<file path="config.mk">
export PLATFORM = sky130hd
export DESIGN_NAME = instr_encoder_flat
export DESIGN_NICKNAME = d
export VERILOG_FILES = /design/src/rtl/instr_encoder_pkg.sv /design/src/rtl/instr_encoder_if.sv /design/src/rtl/instr_encoder_pack.sv /design/src/rtl/instr_encoder.sv /design/src/flat_wrapper.sv
export SDC_FILE = /design/constraint.sdc
export NUM_CORES = 1
export LEC_CHECK = 0
export ABC_AREA = 1
export BUFFER_PORTS_ARGS = -buffer_cell sky130_fd_sc_hd__buf_2
export CAP_MARGIN = 20
export CORE_AREA = 2 2 111 59
export DETAILED_ROUTE_END_ITERATION = 6
export DIE_AREA = 0 0 113 61
export GPL_TIMING_DRIVEN = 0
export PLACE_DENSITY = 0.9
export SKIP_CTS_REPAIR_TIMING = 1
export SYNTH_ARGS = -nofsm -noshare
export SYNTH_HDL_FRONTEND = slang
export SYNTH_SLANG_ARGS = --single-unit
</file>
<file path="constraint.sdc">
create_clock -name clk -period 1.7 [get_ports clk]
set_input_delay 0.17 -clock clk [delete_from_list [all_inputs] [get_ports clk]]
set_output_delay 0.17 -clock clk [all_outputs]
set_load 0.01 [all_outputs]
</file>
<file path="src/rtl/instr_encoder_pkg.sv">
// Shared encoding constants for instruction packing.
// Opcodes match the control unit's decode table.
package instr_encoder_pkg;

  localparam logic [5:0] OP_RTYPE = 6'b000000;
  localparam logic [5:0] OP_LW    = 6'b100011;
  localparam logic [5:0] OP_SW    = 6'b101011;
  localparam logic [5:0] OP_BEQ   = 6'b000100;
  localparam logic [5:0] OP_J     = 6'b000010;
  localparam logic [5:0] OP_ADDI  = 6'b001000;

  localparam logic [2:0] K_R    = 3'd0;
  localparam logic [2:0] K_LW   = 3'd1;
  localparam logic [2:0] K_SW   = 3'd2;
  localparam logic [2:0] K_BEQ  = 3'd3;
  localparam logic [2:0] K_J    = 3'd4;
  localparam logic [2:0] K_ADDI = 3'd5;

  localparam logic [0:0] ST_IDLE  = 1'b0;
  localparam logic [0:0] ST_WRITE = 1'b1;

  typedef struct packed {
    logic [2:0]  kind;
    logic [4:0]  rs;
    logic [4:0]  rt;
    logic [4:0]  rd;
    logic [4:0]  shamt;
    logic [5:0]  funct;
    logic [15:0] imm;
    logic [25:0] target;
  } instr_req_t;

endpackage

</file>
<file path="src/rtl/instr_encoder_if.sv">
// Request and instruction-memory write bundle.
// master = requester/memory side, slave = encoder.
interface instr_encoder_if #(
  parameter int ADDR_WIDTH = 8
);
  logic                  req_valid;
  logic                  req_ready;
  logic [2:0]            req_kind;
  logic [4:0]            req_rs;
  logic [4:0]            req_rt;
  logic [4:0]            req_rd;
  logic [4:0]            req_shamt;
  logic [5:0]            req_funct;
  logic [15:0]           req_imm;
  logic [25:0]           req_target;
  logic                  imem_we;
  logic [ADDR_WIDTH-1:0] imem_addr;
  logic [31:0]           imem_wdata;
  logic                  imem_ack;

  modport master (
    output req_valid, req_kind, req_rs, req_rt,
    output req_rd, req_shamt, req_funct,
    output req_imm, req_target, imem_ack,
    input  req_ready, imem_we, imem_addr,
    input  imem_wdata
  );

  modport slave (
    input  req_valid, req_kind, req_rs, req_rt,
    input  req_rd, req_shamt, req_funct,
    input  req_imm, req_target, imem_ack,
    output req_ready, imem_we, imem_addr,
    output imem_wdata
  );
endinterface

</file>
<file path="src/rtl/instr_encoder_pack.sv">
// Combinational MIPS word packer.
// Kinds 6-7 yield word 0 with kind_valid_o low.
module instr_pack
  import instr_encoder_pkg::*;
(
  input  instr_req_t  req_i,
  output logic [31:0] word_o,
  output logic        kind_valid_o
);

  // select field layout from the request kind
  always_comb begin
    word_o       = '0;
    kind_valid_o = 1'b1;
    unique case (1'b1)
      (req_i.kind == K_R):
        word_o = {OP_RTYPE, req_i.rs, req_i.rt,
                  req_i.rd, req_i.shamt, req_i.funct};
      (req_i.kind == K_LW):
        word_o = {OP_LW, req_i.rs, req_i.rt, req_i.imm};
      (req_i.kind == K_SW):
        word_o = {OP_SW, req_i.rs, req_i.rt, req_i.imm};
      (req_i.kind == K_BEQ):
        word_o = {OP_BEQ, req_i.rs, req_i.rt, req_i.imm};
      (req_i.kind == K_J):
        word_o = {OP_J, req_i.target};
      (req_i.kind == K_ADDI):
        word_o = {OP_ADDI, req_i.rs, req_i.rt, req_i.imm};
      default:
        kind_valid_o = 1'b0;
    endcase
  end

endmodule

</file>
<file path="src/rtl/instr_encoder.sv">
// Instruction encoder and sequential imem loader.
// One word in flight; start restarts the load pointer.
module instr_encoder
  import instr_encoder_pkg::*;
#(
  parameter int ADDR_WIDTH = 8,
  parameter int BASE_ADDR  = 0
) (
  input  logic                clk,
  input  logic                rst_n,
  input  logic                start,
  instr_encoder_if.slave      bus,
  output logic [ADDR_WIDTH:0] count,
  output logic                err,
  output logic                full
);

  localparam logic [ADDR_WIDTH-1:0] BASE =
    ADDR_WIDTH'(BASE_ADDR);
  localparam logic [ADDR_WIDTH:0] CAP =
    {1'b1, {ADDR_WIDTH{1'b0}}};

  logic [0:0]            state_q, state_d;
  logic [ADDR_WIDTH-1:0] addr_q, addr_d;
  logic [31:0]           wdata_q, wdata_d;
  logic [ADDR_WIDTH:0]   count_q, count_d;
  logic                  err_q, err_d;
  logic                  full_q, full_d;

  instr_req_t req;
  logic [31:0] word;
  logic        kind_valid;
  logic        ready;
  logic        accept;

  assign req = '{
    kind:   bus.req_kind,
    rs:     bus.req_rs,
    rt:     bus.req_rt,
    rd:     bus.req_rd,
    shamt:  bus.req_shamt,
    funct:  bus.req_funct,
    imm:    bus.req_imm,
    target: bus.req_target
  };

  instr_pack u_pack (
    .req_i        (req),
    .word_o       (word),
    .kind_valid_o (kind_valid)
  );

  assign ready  = (state_q == ST_IDLE) & ~full_q & ~start;
  assign accept = bus.req_valid & ready;

  assign bus.req_ready  = ready;
  assign bus.imem_we    = (state_q == ST_WRITE);
  assign bus.imem_addr  = addr_q;
  assign bus.imem_wdata = wdata_q;
  assign count          = count_q;
  assign err            = err_q;
  assign full           = full_q;

  // next-state: start overrides; else accept or retire
  always_comb begin
    state_d = state_q;
    addr_d  = addr_q;
    wdata_d = wdata_q;
    count_d = count_q;
    err_d   = err_q;
    full_d  = full_q;
    if (start) begin
      state_d = ST_IDLE;
      addr_d  = BASE;
      count_d = '0;
      err_d   = 1'b0;
      full_d  = 1'b0;
    end else begin
      unique case (1'b1)
        (state_q == ST_IDLE): begin
          if (accept) begin
            if (kind_valid) begin
              wdata_d = word;
              state_d = ST_WRITE;
            end else begin
              err_d = 1'b1;
            end
          end
        end
        (state_q == ST_WRITE): begin
          if (bus.imem_ack) begin
            addr_d  = addr_q + 1'b1;
            count_d = count_q + 1'b1;
            full_d  = (count_q + 1'b1) == CAP;
            state_d = ST_IDLE;
          end
        end
        default: state_d = ST_IDLE;
      endcase
    end
  end

  // state registers, cleared asynchronously
  always_ff @(posedge clk or negedge rst_n) begin
    if (!rst_n) begin
      state_q <= ST_IDLE;
      addr_q  <= BASE;
      wdata_q <= '0;
      count_q <= '0;
      err_q   <= 1'b0;
      full_q  <= 1'b0;
    end else begin
      state_q <= state_d;
      addr_q  <= addr_d;
      wdata_q <= wdata_d;
      count_q <= count_d;
      err_q   <= err_d;
      full_q  <= full_d;
    end
  end

endmodule
</file>
<file path="src/flat_wrapper.sv">
// flat-port wrapper written by rule: the top's interface ports become plain ports
module instr_encoder_flat import instr_encoder_pkg::*;
#(
  parameter int ADDR_WIDTH = 8,
  parameter int BASE_ADDR  = 0
)
  (clk, rst_n, start, count, err, full, bus_req_valid, bus_req_kind, bus_req_rs, bus_req_rt, bus_req_rd, bus_req_shamt, bus_req_funct, bus_req_imm, bus_req_target, bus_imem_ack, bus_req_ready, bus_imem_we, bus_imem_addr, bus_imem_wdata);
  instr_encoder_if #(.ADDR_WIDTH(ADDR_WIDTH)) bus_i ();
  input  logic clk;
  input  logic rst_n;
  input  logic start;
  output logic [ADDR_WIDTH:0] count;
  output logic err;
  output logic full;
  input wire logic [$bits(bus_i.req_valid)-1:0] bus_req_valid;
  input wire logic [$bits(bus_i.req_kind)-1:0] bus_req_kind;
  input wire logic [$bits(bus_i.req_rs)-1:0] bus_req_rs;
  input wire logic [$bits(bus_i.req_rt)-1:0] bus_req_rt;
  input wire logic [$bits(bus_i.req_rd)-1:0] bus_req_rd;
  input wire logic [$bits(bus_i.req_shamt)-1:0] bus_req_shamt;
  input wire logic [$bits(bus_i.req_funct)-1:0] bus_req_funct;
  input wire logic [$bits(bus_i.req_imm)-1:0] bus_req_imm;
  input wire logic [$bits(bus_i.req_target)-1:0] bus_req_target;
  input wire logic [$bits(bus_i.imem_ack)-1:0] bus_imem_ack;
  output wire logic [$bits(bus_i.req_ready)-1:0] bus_req_ready;
  output wire logic [$bits(bus_i.imem_we)-1:0] bus_imem_we;
  output wire logic [$bits(bus_i.imem_addr)-1:0] bus_imem_addr;
  output wire logic [$bits(bus_i.imem_wdata)-1:0] bus_imem_wdata;
  assign bus_i.req_valid = bus_req_valid;
  assign bus_i.req_kind = bus_req_kind;
  assign bus_i.req_rs = bus_req_rs;
  assign bus_i.req_rt = bus_req_rt;
  assign bus_i.req_rd = bus_req_rd;
  assign bus_i.req_shamt = bus_req_shamt;
  assign bus_i.req_funct = bus_req_funct;
  assign bus_i.req_imm = bus_req_imm;
  assign bus_i.req_target = bus_req_target;
  assign bus_i.imem_ack = bus_imem_ack;
  assign bus_req_ready = bus_i.req_ready;
  assign bus_imem_we = bus_i.imem_we;
  assign bus_imem_addr = bus_i.imem_addr;
  assign bus_imem_wdata = bus_i.imem_wdata;
  instr_encoder #(.ADDR_WIDTH(ADDR_WIDTH), .BASE_ADDR(BASE_ADDR)) u_core (.clk(clk), .rst_n(rst_n), .start(start), .bus(bus_i), .count(count), .err(err), .full(full));
endmodule
</file>
# After elaboration in Yosys (flattened, before gate mapping)
# Index checks and enable logic that the tools add are counted.
classes:
  n_addsub: 2
  mul: 0
  n_div: 0
  magnitude_cmp: 0
  n_eq_ne: 8
  shift: 0
  mux: 20
  bitwise: 6
  reduce_logical: 8
ops:
  columns: ["operator", "count"]
  rows:
  - ["32-bit case mux with 6 select lines", 1]
  - ["9-bit 2-to-1 mux", 3]
  - ["8-bit 2-to-1 mux", 3]
  - ["1-bit 2-to-1 mux", 12]
  - ["9-bit by 1-bit adder with 9-bit output (second input constant)", 1]
  - ["9-bit == test (second input constant)", 1]
  - ["8-bit by 1-bit adder with 8-bit output (second input constant)", 1]
  - ["3-bit by 2-bit == test with 1-bit output (second input constant)", 2]
  - ["3-bit == test (second input constant)", 2]
  - ["2-bit nonzero test", 3]
  - ["6-bit OR reduction", 1]
  - ["2-bit != test (second input constant)", 2]
  - ["4-bit AND reduction", 1]
  - ["1-bit AND", 3]
  - ["3-bit by 1-bit == test with 1-bit output (second input constant)", 1]
  - ["3-bit logical NOT", 1]
  - ["1-bit inverter", 3]
  - ["3-bit AND reduction", 1]
  - ["1-bit case mux with 2 select lines", 1]
  - ["2-bit AND reduction", 1]
totals:
  regBits: 52
  latchBits: 0
  ram_bits: 0
  mem_bits_ro: 0
  out_inout_bits: 53
  memories: 0

# Depth between registers and ports, before layout
# Gate-level depths: netlist (run 1).
depth:
  depth_word: 7
  depth_mapped: 9
  ltp_nobuf: 9

# By module
# Synthesis (run 1) repeated with hierarchy kept, for this count alone.
unflattened:
  cells_unflattened: 402
  area_unflattened_um2: 2962.8
by_module_without_submodules:
  columns: ["module", "instances", "cells_per_inst", "area_per_inst_um2", "seq_area_each_um2"]
  rows:
  - ["instr_encoder", 1, 278, 2359.8, 1301.2]
  - ["instr_pack", 1, 124, 603.1, 0.0]

# Worst setup path before layout (run 1)
# No wires, ideal clock.
synth_path:
  path_type: "register to register"
  from: "register u_core.state_q (netlist: u_core.bus.imem_we)"
  to: "register u_core.wdata_q[29] (netlist: u_core.bus.imem_wdata[29])"
  setup_ns: 0.124
  t_arrival_ns: 1.246
  required_ns: 1.576
  setup_slack_ns: 0.330
  path_stages_with_launch: 8
  path_buffers: 1
  period_less_slack_ns: 1.370
  cell_sequence: "dfrtp_1 -> nor3_4 -> nand2_2 -> nor2_4 -> inv_2 -> buf_2 -> nand2_1 -> o31ai_1"
synth_via:
  elab_chain_len: 5
synth_lines:
  columns: ["item", "line_no", "rtl"]
  rows:
  - ["start: declaration", "instr_encoder.sv:23", "logic [0:0] state_q, state_d;"]
  - ["start signal: assignment", "instr_encoder.sv:113", "state_q <= state_d;"]
  - ["1-bit inverter (no source line)", null, null]
  - ["1-bit AND (2 in a row)", "instr_encoder.sv:53", "assign ready = (state_q == ST_IDLE) & ~full_q & ~start;"]
  - ["via bus_req_ready", "flat_wrapper.sv:25", "output wire logic [$bits(bus_i.req_ready)-1:0] bus_req_ready;"]
  - ["1-bit AND", "instr_encoder.sv:54", "assign accept = bus.req_valid & ready;"]
  - ["4-bit AND reduction (no source line)", null, null]
  - ["end signal: assignment", "instr_encoder.sv:115", "wdata_q <= wdata_d;"]
  - ["end: declaration", "instr_encoder.sv:25", "logic [31:0] wdata_q, wdata_d;"]
# The timed path passes the listed nets, and every way through them passes these cells.
# A chain may end at the register's enable or synchronous reset.

# Worst setup path after layout (run 1)
layout_path:
  from: "register u_core.count_q[0] (netlist: u_core.count[0])"
  to: "register u_core.full_q (netlist: u_core.full)"
layout_via:
  elab_chain_len: 5
layout_lines:
  columns: ["item", "line_no", "rtl"]
  rows:
  - ["start: declaration", "instr_encoder.sv:26", "logic [ADDR_WIDTH:0] count_q, count_d;"]
  - ["start signal: assignment", "instr_encoder.sv:116", "count_q <= count_d;"]
  - ["9-bit by 1-bit adder with 9-bit output", "instr_encoder.sv:94", "full_d = (count_q + 1'b1) == CAP;"]
  - ["9-bit == test", "instr_encoder.sv:94", null]
  - ["1-bit 2-to-1 mux", "instr_encoder.sv:91", "if (bus.imem_ack) begin"]
  - ["1-bit 2-to-1 mux", "instr_encoder.sv:79", "unique case (1'b1)"]
  - ["1-bit 2-to-1 mux", "instr_encoder.sv:72", "if (start) begin"]
  - ["end signal: assignment", "instr_encoder.sv:118", "full_q <= full_d;"]
  - ["end: declaration", "instr_encoder.sv:28", "logic full_q, full_d;"]
# No other way between the ends. The select of a mux whose other input is x is not followed.

==> run metrics, run 1 <==
Clock H-tree levels 2; drt wl/cell 12.7 um; area delta synth->final 32.9%; most common cell after layout, fill and taps aside nand2_1; Hold Path Class input port to register; synthesis warning total 0; sequential area share after synthesis 45.8%; Synth async-reset ratio 100%; Worst EP arrival 1.78 ns; Initial Utilization 46.2%; global placer's final weighted congestion 0.796; io pins 129; failing checks design-rule violations; fin crit share 91.7%; chip height 61 um; Avg Inst Size Synth 7.17 sq um; number of synthesized flops with an enable pin 0; Rows 20; share of layout cells above drive strength 1 30.9%; status complete, but fails checks; Total Routed Length 7.53 mm; multi-input logic area 0.00123 sq mm; number of global-route vias before repair 2575; hold_sp bus_imem_ack; number of max-cap violations 0; TritonCTS clock tree yes; CP startpoint u_core.count[0]$_DFFE_PN0P_; Core Region 0.00591 sq mm; initial antenna violation count 0; maximum fanout along the worst path 6; root buf cell clkbuf_16; Pins Over Slew Limit 0; Slew HR 59.2%; Tot GR Track Use 22.6%; DRC 9; FF+latch area 0.00125 sq mm; PwrDens 846 mW/mm^2; Final HPWL DP 5.95 mm; antenna cells 0; CTS sink cnt 50; ANT nets after route 0; worst slew pin tran 0.611 ns; FF+latch count, synth 50; fillcell total 548; r2r startpoint u_core.count[0]$_DFFE_PN0P_; first-pass GRT wire length 12.2 mm; via count 2869; synth unique cells 29; unrepaired setup endpoints after global routing false; CP required 1.92 ns; Vias/cell 4.83; largest net degree at the start of global routing 27; LEAKAGE 2.15 nW; Max VDD drop 0.455 mV; Synth Instances 381; Worst setup EP type register; post-layout min period 1.56 ns; final setup vio count 0; final clock skew 0.00399 ns; Max Fclk 641 MHz; Final Core Density 61.4%; TritonCTS Buffers 5; predominant post-synthesis flop cell dfrtp_1; Crit Path Class register to register; Hold Slack 0.101 ns; final setup TNS 0 ns; Post-DP Area 0.00348 sq mm; Final Cell Area 0.00363 sq mm; Iteration-0 DRC Markers 166; full die area 0.00689 sq mm; first drt pass iteration count 6; type of origin of the critical path register; maximum clock insertion buffer count 2; GRT overflow 0; die width 113 um; commonest cells after routing, fill and taps aside nand2_1 (179), buf_2 (134), dfrtp_1 (50); Hold Fails Final Rpt 0; Clk pin slew, worst setup/hold paths 0.06 ns; Post-Syn Area 0.00273 sq mm; IO buf count 127; Nets 595; syn nets 459; Skew-Pair Late Insertion Delay 0.28 ns
power by group:
| part | internal, mW | leakage (nW) | switching (mW) | total, mW |
|---|---|---|---|---|
| combinational | 0.302 | 1.42 | 0.402 | 0.704 |
| sequential | 1.34 | 0.662 | 0.0951 | 1.44 |
| clock | 0.531 | 0.0694 | 0.397 | 0.928 |
| total | 2.17 | 2.15 | 0.894 | 3.07 |
critical path, cell delays in order, from the launching register on:
cell and delay, ns:
dfrtp_1 0.46, ha_1 0.25, nand2_1 0.09, nor2_1 0.21
nand2_1 0.08, nand2_1 0.06, nand2_1 0.06, nor2_1 0.13
nand3_1 0.09, nand2_1 0.06
cells in the mapped netlist, types with 2 or more instances:
library cell,number,share of area (%)
nand2_1,179,25
a22o_1,2,0.64
buf_4,3,0.82
nor2_4,3,1.2
buf_6,2,0.82
buf_2,7,1.3
nor3_1,3,0.55
ha_1,2,0.92
o21ai_1,3,0.55
o31ai_1,3,0.82
nor2_1,15,2.1
o21ai_0,17,3.1
nand3_1,28,5.1
a21oi_1,5,0.92
o22ai_1,3,0.69
nand4_1,7,1.6
inv_1,35,4.8
dfrtp_1,50,46
inv_2,4,0.55
final cells by class:
| type | count | share of cell area, % |
|---|---|---|
| plain buffers | 14 | 2.76 |
| clock buffers | 5 | 3.45 |
| clock inverters | 2 | 0.276 |
| inverters | 39 | 4.04 |
| multi-input cells | 278 | 34.0 |
| flip-flops and latches | 50 | 34.5 |
| well taps | 77 | 2.66 |
| repair buffers | 129 | 18.4 |
state kept, by name, summed over array words and instances, names as in the netlist:
name	count
u_core.bus.imem_we	1
u_core.err	1
u_core.bus.imem_wdata	30
u_core.bus.imem_addr	8
u_core.count	9
u_core.full	1
layer usage:
metal  wire length (um)  GRT usage (%)  vias up  share of wire [%]
met2               3210           36.9      114                 43
met5                  0              0        -                  0
met3                723           4.10        8                9.6
met4                 67           4.88        0               0.89
met1               3530           32.2     1280                 47
li1                   -              -     1467                  -
cell families after synthesis:
| kind of cell | synth area share (%) |
|---|---|
| adders and majority gates | 0.916 |
| xor gates and xnor gates | 0.321 |
| other | 0.137 |
| and+or+nand+nor | 36.5 |
| AOI/OAI and AO/OA | 7.29 |
| DFF | 45.8 |
| buffers and inverters | 9.03 |
through the flow:
step	setup WS (ns)	total power, mW	instances
after floorplan	0.330	1.80	381
after global placement	0.228	2.13	585
after detailed placement	0.214	2.16	586
after CTS	0.182	3.10	593
after global routing	0.0102	3.27	594
final	0.140	3.07	594
final timing paths:
path / cells after the start / end / slack [ns]
setup / recovery: 9 / u_core.full$_DFFE_PN0P_ / 0.14
hold / removal: 2 / u_core.bus.imem_we$_DFF_PN0_ / 0.10
setup reg to reg: 9 / u_core.full$_DFFE_PN0P_ / 0.14
hold reg to reg: 2 / u_core.bus.imem_wdata[16]$_DFFE_PN0P_ / 0.47
max in group asynchronous: 3 / u_core.bus.imem_wdata[23]$_DFFE_PN0P_ / 0.70
min in group asynchronous: 2 / u_core.bus.imem_addr[6]$_DFFE_PN0P_ / 0.46
Note: power is estimated with default switching activity, not from simulation.
==> run 2: changes to the inputs <==
--- a/config.mk
+++ b/config.mk
@@ -5,14 +5,12 @@
 export SDC_FILE = /design/constraint.sdc
 export NUM_CORES = 1
 export LEC_CHECK = 0
-export ABC_AREA = 1
 export BUFFER_PORTS_ARGS = -buffer_cell sky130_fd_sc_hd__buf_2
 export CAP_MARGIN = 20
-export CORE_AREA = 2 2 111 59
+export CORE_AREA = 2 2 114 61
 export DETAILED_ROUTE_END_ITERATION = 6
-export DIE_AREA = 0 0 113 61
-export GPL_TIMING_DRIVEN = 0
-export PLACE_DENSITY = 0.9
+export DIE_AREA = 0 0 116 63
+export PLACE_DENSITY = 0.89
 export SKIP_CTS_REPAIR_TIMING = 1
 export SYNTH_ARGS = -nofsm -noshare
 export SYNTH_HDL_FRONTEND = slang
==> run 2 against run 1 <==
Compared with the run above: the flow finishes with violations (negative hold slack); routed wire length grew 4.1%; critical endpoint is now u_core.bus.imem_wdata[12]$_DFFE_PN0P_; register-to-register slack lost 0.05 ns; sequential power grew 3%; clock-buffer cell count grew 1.
==> run metrics, run 2 <==
final setup TNS 0 ns; IO buf count 127; die width 116 um; maximum clock insertion buffer count 2; Placed Cells 512; first drt pass iteration count 4; Iteration-0 DRC Markers 308; largest net degree at the start of global routing 51; Nets 506; number of global-route vias before repair 2717; Skew-Pair Late Insertion Delay 0.29 ns; worst slew pin tran 0.658 ns; status complete, but fails checks; final setup vio count 0; chip height 63 um; type of origin of the critical path register; LEAKAGE 1.86 nW; maximum fanout along the worst path 7; unrepaired setup endpoints after global routing false; fin crit share 94.6%; Synth top cells by count dfrtp_1 (50), mux2_2 (32), nand2_1 (27); r2r startpoint u_core.bus.imem_we$_DFF_PN0_; most common cell after layout, fill and taps aside buf_2; Final Cell Area 0.00387 sq mm; DRC 0; global placer's final weighted congestion 0.877; Max Fclk 622 MHz; failing checks negative hold slack; Slew HR 56.1%; CP required 1.86 ns; Tot GR Track Use 22.5%; GRT overflow 0; io pins 129; predominant post-synthesis flop cell dfrtp_1; TritonCTS clock tree yes; synth unique cells 41; final non-filler cell total 521; Synth async-reset ratio 100%; Crit Path Class register to register; full die area 0.00731 sq mm; Hold Path Class input port to asynchronous set/reset pin; top cells by area, synth dfrtp_1 (43%), mux2_2 (12%), a21oi_1 (4.1%); number of max-cap violations 0; Hold Fails Final Rpt 14; Final HPWL DP 5.73 mm; Vias/cell 5.50; Core Region 0.00636 sq mm; share of layout cells above drive strength 1 43.1%; Post-Syn Area 0.00292 sq mm; Synth Instances 302; Worst EP arrival 1.77 ns; max FFs per register 30; fillcell total 575; commonest cells after routing, fill and taps aside buf_2 (127), dfrtp_1 (50), mux2_2 (32); Initial Utilization 45.9%; number of synthesized flops with an enable pin 0; r2r setup slk 0.09 ns; r2r worst-path depth 4; root buf cell clkbuf_16; CP startpoint u_core.bus.imem_we$_DFF_PN0_; antenna cells 0; Clock H-tree levels 2; initial antenna violation count 0; PwrDens 885 mW/mm^2; FF+latch count, synth 50; Max VDD drop 0.365 mV; Yosys top cell by area dfrtp_1; synthesis warning total 0; Post-DP Area 0.00369 sq mm; TritonCTS Buffers 5; Clk pin slew, worst setup/hold paths 0.07 ns; drt wl/cell 15.1 um; ANT nets after route 0; Rows 21; area delta synth->final 32.5%; Avg Inst Size Synth 9.66 sq um; final clock skew 0.00614 ns; Total Routed Length 7.84 mm; Pins Over Slew Limit 0; Hold Slack -0.0257 ns; first-pass GRT wire length 13.1 mm; reg2reg end u_core.bus.imem_wdata[12]$_DFFE_PN0P_; sequential area share after synthesis 42.9%; via count 2863; top cell type's share of synthesized area 42.9%; syn nets 380; count leader, synth dfrtp_1; CTS sink cnt 50; post-layout min period 1.61 ns; Worst setup EP type register
## run 2: changes by cell type after synthesis, sizes merged, moves of 6 or more
cell,delta
o31ai,+13
clkbuf,+9
a22oi,+11
xor2,+6
xnor2,+8
nand3,-25
nand2,-153
nand2b,+18
a21oi,+18
inv,-37
o22ai,+13
mux2,+32
## run 2: cell families (layout without fill, tap and decap cells)
| group | count (synthesis) | in the layout | synth area share [%] |
|---|---|---|---|
| buf+inv | 25 | 152 | 4.12 |
| xor+xnor | 15 | 15 | 4.50 |
| simple gates | 85 | 85 | 15.4 |
| compound gates | 91 | 91 | 19.5 |
| flops | 50 | 50 | 42.9 |
| fa+ha+maj | 2 | 2 | 0.857 |
| mux | 33 | 33 | 12.7 |
| other cells | 1 | 1 | 0.129 |
## run 2: metrics by stage
stage	utilization (%)	total power, mW	setup WS [ns]
CTS	60.5	3.45	0.0631
detailed placement	58.1	2.42	0.0640
finish	60.8	3.42	0.0918
global placement	58.1	2.39	0.145
global route	60.8	3.64	0.0338
floorplan	-	2.01	0.0819
## run 2: power breakdown
group,switching (mW),internal [mW]
clock,0.437,0.583
combinational,0.462,0.461
sequential,0.122,1.36
## run 2: how the worst max path moves through the flow
| stage | endpoint | slack (ns) |
|---|---|---|
| after detailed placement | u_core.bus.imem_wdata[7]$_DFFE_PN0P_ | 0.06 |
| after floorplan | u_core.bus.imem_wdata[26]$_DFFE_PN0P_ | 0.08 |
| after global placement | u_core.bus.imem_wdata[10]$_DFFE_PN0P_ | 0.15 |
| after global routing | u_core.bus.imem_wdata[7]$_DFFE_PN0P_ | 0.03 |
| after CTS | u_core.bus.imem_wdata[7]$_DFFE_PN0P_ | 0.06 |
| final | u_core.bus.imem_wdata[12]$_DFFE_PN0P_ | 0.09 |
## run 2: cell type report
type	instances	area (sq um)	area share, %
multi-input combinational	227	1560	40.2
sequential	50	1250	32.4
timing repair buffer	142	786	20.3
clock buffer	6	139	3.59
tap	92	115	2.98
clock inverter	2	12.5	0.324
inverter	2	7.51	0.194
## run 2: layer usage
layer | vias up | GRT usage (%) | part of all wire (%)
met4 | 0 | 4.76 | 0.87
met3 | 9 | 5.82 | 6.7
met2 | 98 | 34.5 | 45
li1 | 1359 | - | -
met1 | 1397 | 32.0 | 48
met5 | - | 0 | 0
## run 2: worst max-delay path, stage by stage (launching register included)
cell     delay [ns]
dfrtp_1        0.38
or4b_4         0.60
buf_12         0.16
o31ai_1        0.23
a21oi_1        0.11
